File: src/rtl/prog_counter_pkg.sv
// Shared op-code definitions for the program counter and its return stack.
package prog_counter_pkg;

   typedef logic [2:0] op_t;

   localparam op_t OP_HOLD = 3'b000;
   localparam op_t OP_INC  = 3'b001;
   localparam op_t OP_LOAD = 3'b010;
   localparam op_t OP_REL  = 3'b011;
   localparam op_t OP_CALL = 3'b100;
   localparam op_t OP_RET  = 3'b101;

endpackage

File: src/rtl/pc_ret_stack.sv
// LIFO of return addresses; entries are not reset, only the count is.
module pc_ret_stack #(
   parameter int WIDTH = 4,
   parameter int DEPTH = 4,
   localparam int CW   = $clog2(DEPTH + 1)
) (
   input  logic             CLK,
   input  logic             RSTB,
   input  logic             push,
   input  logic             pop,
   input  logic [WIDTH-1:0] data,
   output logic [WIDTH-1:0] top,
   output logic [CW-1:0]    count,
   output logic             full,
   output logic             empty
);

   logic [WIDTH-1:0] mem [DEPTH];

   always_ff @(posedge CLK) begin
      for (int i = 0; i < DEPTH; i++) begin
         if (push && (count == CW'(i))) mem[i] <= data;
      end
   end

   always_ff @(posedge CLK or negedge RSTB) begin
      if (!RSTB) begin
         count <= '0;
      end else if (push) begin
         count <= count + CW'(1);
      end else if (pop) begin
         count <= count - CW'(1);
      end
   end

   // Slots at or above count are stale and must never reach the output.
   always_comb begin
      top = '0;
      for (int i = 0; i < DEPTH; i++) begin
         if (count == CW'(i + 1)) top = mem[i];
      end
   end

   assign empty = (count == '0);
   assign full  = (count == CW'(DEPTH));

endmodule

File: src/rtl/prog_counter_stack.sv
// Program counter with inc/load/relative jumps and call/return through a hardware stack.
module prog_counter_stack
   import prog_counter_pkg::*;
#(
   parameter int WIDTH = 4,
   parameter int DEPTH = 4,
   localparam int SPW  = $clog2(DEPTH + 1)
) (
   input  logic             CLK,
   input  logic             RSTB,
   input  logic             EN,
   input  logic [2:0]       OP,
   input  logic [WIDTH-1:0] IN,
   input  logic             CLR_ERR,
   output logic [WIDTH-1:0] OUT,
   output logic [SPW-1:0]   SP,
   output logic             STK_EMPTY,
   output logic             STK_FULL,
   output logic             ERR
);

   op_t              op;
   logic [WIDTH-1:0] pc_nxt;
   logic [WIDTH-1:0] top;
   logic             push;
   logic             pop;
   logic             err_set;

   assign op = op_t'(OP);

   // Offset is two's complement; wrapping addition makes sign extension implicit.
   function automatic logic [WIDTH-1:0] rel_target(input logic [WIDTH-1:0] pc,
                                                   input logic signed [WIDTH-1:0] off);
      return pc + WIDTH'(1) + unsigned'(off);
   endfunction

   always_comb begin
      pc_nxt  = OUT;
      push    = 1'b0;
      pop     = 1'b0;
      err_set = 1'b0;
      if (EN) begin
         case (op)
            OP_INC:  pc_nxt = OUT + WIDTH'(1);
            OP_LOAD: pc_nxt = IN;
            OP_REL:  pc_nxt = rel_target(OUT, IN);
            OP_CALL: begin
               if (!STK_FULL) begin
                  push   = 1'b1;
                  pc_nxt = IN;
               end else begin
                  err_set = 1'b1;
               end
            end
            OP_RET: begin
               if (!STK_EMPTY) begin
                  pop    = 1'b1;
                  pc_nxt = top;
               end else begin
                  err_set = 1'b1;
               end
            end
            default: pc_nxt = OUT;
         endcase
      end
   end

   always_ff @(posedge CLK or negedge RSTB) begin
      if (!RSTB) begin
         OUT <= '0;
         ERR <= 1'b0;
      end else begin
         OUT <= pc_nxt;
         // A fresh error outranks a simultaneous clear.
         if (err_set)      ERR <= 1'b1;
         else if (CLR_ERR) ERR <= 1'b0;
      end
   end

   pc_ret_stack #(
      .WIDTH (WIDTH),
      .DEPTH (DEPTH)
   ) u_stack (
      .CLK   (CLK),
      .RSTB  (RSTB),
      .push  (push),
      .pop   (pop),
      .data  (OUT + WIDTH'(1)),
      .top   (top),
      .count (SP),
      .full  (STK_FULL),
      .empty (STK_EMPTY)
   );

endmodule

File: config.mk
export PLATFORM = sky130hd
export DESIGN_NAME = prog_counter_stack
export DESIGN_NICKNAME = d
export VERILOG_FILES = /design/src/rtl/prog_counter_pkg.sv /design/src/rtl/pc_ret_stack.sv /design/src/rtl/prog_counter_stack.sv
export SDC_FILE = /design/constraint.sdc
export NUM_CORES = 1
export LEC_CHECK = 0
export BUFFER_PORTS_ARGS = -buffer_cell sky130_fd_sc_hd__buf_2
export CAP_MARGIN = 5
export CORE_MARGIN = 8
export CORE_UTILIZATION = 55
export CTS_BUF_LIST = sky130_fd_sc_hd__clkbuf_2 sky130_fd_sc_hd__clkbuf_4 sky130_fd_sc_hd__clkbuf_8
export CTS_CLUSTER_DIAMETER = 30
export DETAILED_ROUTE_END_ITERATION = 8
export HOLD_SLACK_MARGIN = 0.1
export PLACE_DENSITY = 0.77
export SETUP_SLACK_MARGIN = 0.3
export SYNTH_ARGS = -nofsm -noshare
export SYNTH_HDL_FRONTEND = slang
export SYNTH_SLANG_ARGS = --single-unit
export TNS_END_PERCENT = 50
File: constraint.sdc
create_clock -name CLK -period 4.9 [get_ports CLK]
set_clock_uncertainty 0.1 [all_clocks]
set_input_delay 0.98 -clock CLK [delete_from_list [all_inputs] [get_ports CLK]]
set_output_delay 0.98 -clock CLK [all_outputs]
set_load 0.005 [all_outputs]
== After elaboration in Yosys (flattened, before gate mapping) ==
Memories as Yosys holds them, arrays and structs flattened.
Cells that the tools add are included.
Word-level totals
  register bits after elaboration: 8
  RAM bits: 16
  input port bits: 11
  logic and storage cells: 69
  memories: 1
Cells by class
  add/subtract/negate cells: 4
  equality and inequality tests: 11
  muxes and demuxes: 38
  reductions and logical operators: 12
Memories
  u_stack.mem: words 4, bits a word 4, rd ports 4, clocked after Yosys merged registers in 0, write ports 1, RTL line pc_ret_stack.sv:18  | logic [WIDTH-1:0] mem [DEPTH];
Operator list (number)
  4-bit two-way mux: 9
  1-bit two-way mux: 22
  4-bit one-hot mux with 5 select lines: 1
  3-bit by 2-bit == test with 1-bit output, second input constant: 4
  4-bit OR reduction: 3
  3-bit == test, second input constant: 3
  3-bit by 1-bit == test with 1-bit output, second input constant: 2
  2-bit two-way mux: 3
  3-bit two-way mux: 2
  5-bit nonzero test: 1
  4-bit by 1-bit adder with 4-bit output, second input constant: 1
  4-bit adder: 1
  1-bit logical AND: 4
  2-bit inequality test, second input constant: 2
  4-bit AND reduction: 1
  2-bit nonzero test: 2
  3-bit by 1-bit adder with 3-bit output, second input constant: 1
  3-bit logical NOT: 1
  3-bit by 1-bit subtractor with 3-bit output, second input constant: 1
  1-bit one-hot mux with 2 select lines: 1

== Logic depth before layout (Yosys ltp) ==
  word-level depth: 11
  gate-level depth with buffers: 9

== By module ==
Synthesis repeated with hierarchy kept, for this count alone.
Second synthesis, totals
  cell total of the unflattened synthesis: 133
  area total of the unflattened synthesis: 1497.7 sq um
Modules (own cells, without submodules)
  pc_ret_stack: instances 1, cells an instance 61, area an instance 860.8 sq um, seq. area each 555.5 sq um
  prog_counter_stack: instances 1, cells an instance 72, area an instance 636.9 sq um, seq. area each 125.1 sq um

== Worst setup path before layout ==
Ideal clock, no wire load.
  kind: input to register
  start: input port IN[0]
  end: register OUT[2]
  arrival: 2.142 ns
  path slack: 2.532 ns
  cell stages on the path: 8
  path buffers: 0
  cell sequence: ha_1 -> inv_1 -> fa_1 -> xnor2_1 -> a21boi_0 -> o21ai_0 -> a211oi_1 -> nor3_1
On the way
  longest elaborated chain between the ends: 2
Ends and longest elaborated chain
  start: declaration: RTL line prog_counter_stack.sv:13  | input logic [WIDTH-1:0] IN,
  4-bit adder: RTL line prog_counter_stack.sv:34  | return pc + WIDTH'(1) + unsigned'(off);
  4-bit one-hot mux with 5 select lines: RTL line prog_counter_stack.sv:43  | case (op)
  end signal: assignment: RTL line prog_counter_stack.sv:73  | OUT <= pc_nxt;
  end: declaration: RTL line prog_counter_stack.sv:15  | output logic [WIDTH-1:0] OUT,
No other way between the ends.
A chain may end at the register's enable or synchronous reset.

== Worst setup path in the final report ==
  start: register u_stack.count[1]
  end: output port STK_EMPTY
On the way
  longest elaborated chain between the ends: 1
Ends and longest elaborated chain
  start: declaration: RTL line pc_ret_stack.sv:13  | output logic [CW-1:0] count,
  start signal: assignment: RTL line pc_ret_stack.sv:30  | count <= count + CW'(1);
  start signal: assignment: RTL line pc_ret_stack.sv:32  | count <= count - CW'(1);
  3-bit logical NOT: RTL line pc_ret_stack.sv:44  | assign empty = (count == '0);
  end: declaration: RTL line prog_counter_stack.sv:17  | output logic STK_EMPTY,
No other way between the ends.

==> run_results.csv <==
group,metric,value,unit
outcome,status,"finished clean",
clock_network,cts_resized,0,
timing,hold_ws,0.3962,ns
logic_synthesis,synth_ff_type,"edfxtp_1",
place,place_area,1572,sq um
timing,worst_slack,2.283,ns
power,fin_total_pwr,765.5,uW
critical_path,critical_path.max_stage_delay,0.46,ns
critical_path,critPathKind,"register to output port",
die,coreArea,2500,sq um
clock_network,cts_buffer_depth,2,
die,dieHeight,67.64,um
layout,drive_above_1_share,0.1835,
layout,fin_nets,181,
timing,fmax,0.3821,GHz
critical_path,cp-start-kind,"register",
logic_synthesis,synth_cells,138,
grt,grt_pass1_wl,5.319,mm
timing,setup_tns,0,ns
logic_synthesis,synth.most_common_cell,"edfxtp_1",
timing,max-slew-margin-rel,0.6026,
place,place.gp.congestion,0.8975,
logic_synthesis,synthDistinctLibCells,39,
clock_network,cts_buffers,3,
logic_synthesis,postSynthAreaPerCell,10.63,sq um
logic_synthesis,yosysTopAreaCellShare,0.3276,
detailed_routing,first_iter_violations,58,
clock_network,cts_root_buf,"clkbuf_4",
grt,antenna_found_initial,0,
clock_network,path_clk_slew,0.13,ns
detailed_routing,drt_wl_total,3.246,mm
critical_path,crit_slowest_cell,"dfrtp_1",
critical_path,required,3.82,ns
detailed_routing,routed-via-count,1110,
place,port_buffers,20,
logic_synthesis,synth_async_sr_flop_share,0.3333,
logic_synthesis,synth_edf_count,16,
layout,diodes,0,
min_path,hold_class,"primary input to asynchronous set/reset pin",
detailed_routing,via_per_inst,5.904,
layout,fin_util,0.6391,
clock_network,h-tree-depth,1,
place,dp_cells,184,
detailed_routing,drc,0,
die,die_area,4574,sq um
grt,grt_max_degree,14,
critical_path,critPathMaxFanout,6,
logic_synthesis,yosysWarningCount,0,
layout,fillers,213,
critical_path,endpoint_kind,"output port",
die,ios,21,
logic_synthesis,synthTopCellsByCount,"edfxtp_1 (16), nor2_1 (12), inv_1 (11)",
timing,period_share,0.5341,
layout,fin_area,1598,sq um
clock_network,post-cts-setup-buffers,0,
grt,grt_usage,0.1516,
detailed_routing,wl_per_cell,17.27,um
run,maxCapViolCount,0,
timing,min_period,2.617,ns
critical_path,cp_cell_sequence,"inv_1 > ha_1 > nor2b_1 > buf_2",
logic_synthesis,synthesis.nets,160,
clock_network,cts_hold_buffers,0,
place,dp_hpwl,2.495,mm
logic_synthesis,syn_area,1466,sq um
clock_network,clk-insertion-delay-late,0.31,ns
detailed_routing,ant_nets,0,
power,power_density,479.1,nW/um^2
power,p_leak,0.6884,nW
clock_network,clock_sinks,24,
layout,syn2layout_area_growth,8.959,%
logic_synthesis,yosysSeqAreaShare,0.4642,
timing,maxSlewViolCount,0,
timing,finalHoldViolCount,0,
power,ir_worst_vdd,0.0003502,V
timing,tightestPinTransition,0.5810,ns
detailed_routing,dr.pass1.iters,4,
logic_synthesis,yosys.area.top_type,"edfxtp_1",
die,die_w,67.64,um
logic_synthesis,synthTopCellsByArea,"edfxtp_1 (33%), dfrtp_1 (14%), ha_1 (8.5%), nor2_1 (3.1%), xnor2_1 (3.0%)",
critical_path,cp.arrival,1.54,ns
die,start_util,0.5866,
clock_network,cts_tree,"built",
die,num_rows,18,
grt,grt_pass1_vias,1139,
layout,finalNonFillerCells,188,
logic_synthesis,synth_seq_cells,24,
grt,grt-ovfl-total,0,
place,dpl_worst_slack,2.325,ns
timing,finalSetupViolations,0,
timing,rsz0062_at_grt,"no",
[registers in the layout, summed over array words and instances (netlist names)]
| register | flops |
|---|---|
| OUT | 4 |
| ERR | 1 |
| u_stack.mem | 16 |
| u_stack.count | 3 |
[critical path, delay by kind of cell (launching register included)]
family	cells	cell delay [ns]
flops	1	0.46
simple gates	1	0.23
buf+inv	2	0.28
fa+ha+maj	1	0.26
[per-layer routing]
metal	GRT usage	wire (um)	vias to the layer above
met1	0.1813	1420	537
met2	0.2592	1608	27
li1	-	-	540
met3	0.02980	154	6
met4	0.06266	61	0
met5	0	0	-
[path summary, 6_finish.rpt]
kind                                  startpoint               end  slack (ns)  cells past startpoint
min in group CLK                             ERR               ERR        0.46                      2
worst max register to register            OUT[0]            OUT[2]        2.41                      8
worst min register to register               ERR               ERR        0.46                      2
worst min-delay path                        RSTB            OUT[2]        0.40                      1
worst max-delay path            u_stack.count[1]         STK_EMPTY        2.28                      4
max in group asynchronous                   RSTB  u_stack.count[0]        4.12                      1
[power breakdown]
group | leakage, nW | internal [mW] | switching, mW | total, mW
clock network | 0.0154 | 0.0297 | 0.0579 | 0.0877
logic | 0.435 | 0.153 | 0.212 | 0.365
registers | 0.239 | 0.270 | 0.0431 | 0.313
[final cells by class]
class                   count  area, sq um  share of cell area
clock inverters             1        3.754            0.002349
multi-input cells          96        700.7              0.4385
repair buffers             20        100.1             0.06265
flip-flops and latches     24        680.7              0.4260
inverters                  14        52.55             0.03289
clock buffers               3        22.52             0.01410
well taps                  30        37.54             0.02349
[logic make-up after synthesis]
family	count (synthesis)	synth area share
AO/OA/AOI/OAI	35	0.1766
buffers and inverters	18	0.05802
multiplexers	3	0.02048
XOR/XNOR	7	0.04181
AND/OR/NAND/NOR	40	0.1399
flip-flops	24	0.4642
adder cells (fa/ha/maj)	11	0.09898
[placed cells by master, fill, tap and decap left out, types with 2 or more instances in the layout]
cell / netlist / routed
inv_2: 3 / 3
a221oi_1: 4 / 4
nor2b_1: 2 / 2
nand2_1: 9 / 9
xor2_1: 2 / 2
and2_1: 3 / 3
xnor2_1: 5 / 5
nor2_1: 12 / 12
inv_1: 11 / 11
nand3_1: 4 / 4
a22o_1: 4 / 4
a21oi_1: 8 / 8
o31ai_1: 2 / 2
a211oi_1: 3 / 3
ha_1: 10 / 10
clkbuf_4: 0 / 3
edfxtp_1: 16 / 16
a21boi_0: 2 / 2
dfrtp_1: 8 / 8
buf_2: 2 / 20
mux2i_1: 3 / 3
o21ai_0: 4 / 4
nor3_1: 3 / 3
Power figures use the tool's default switching activity.
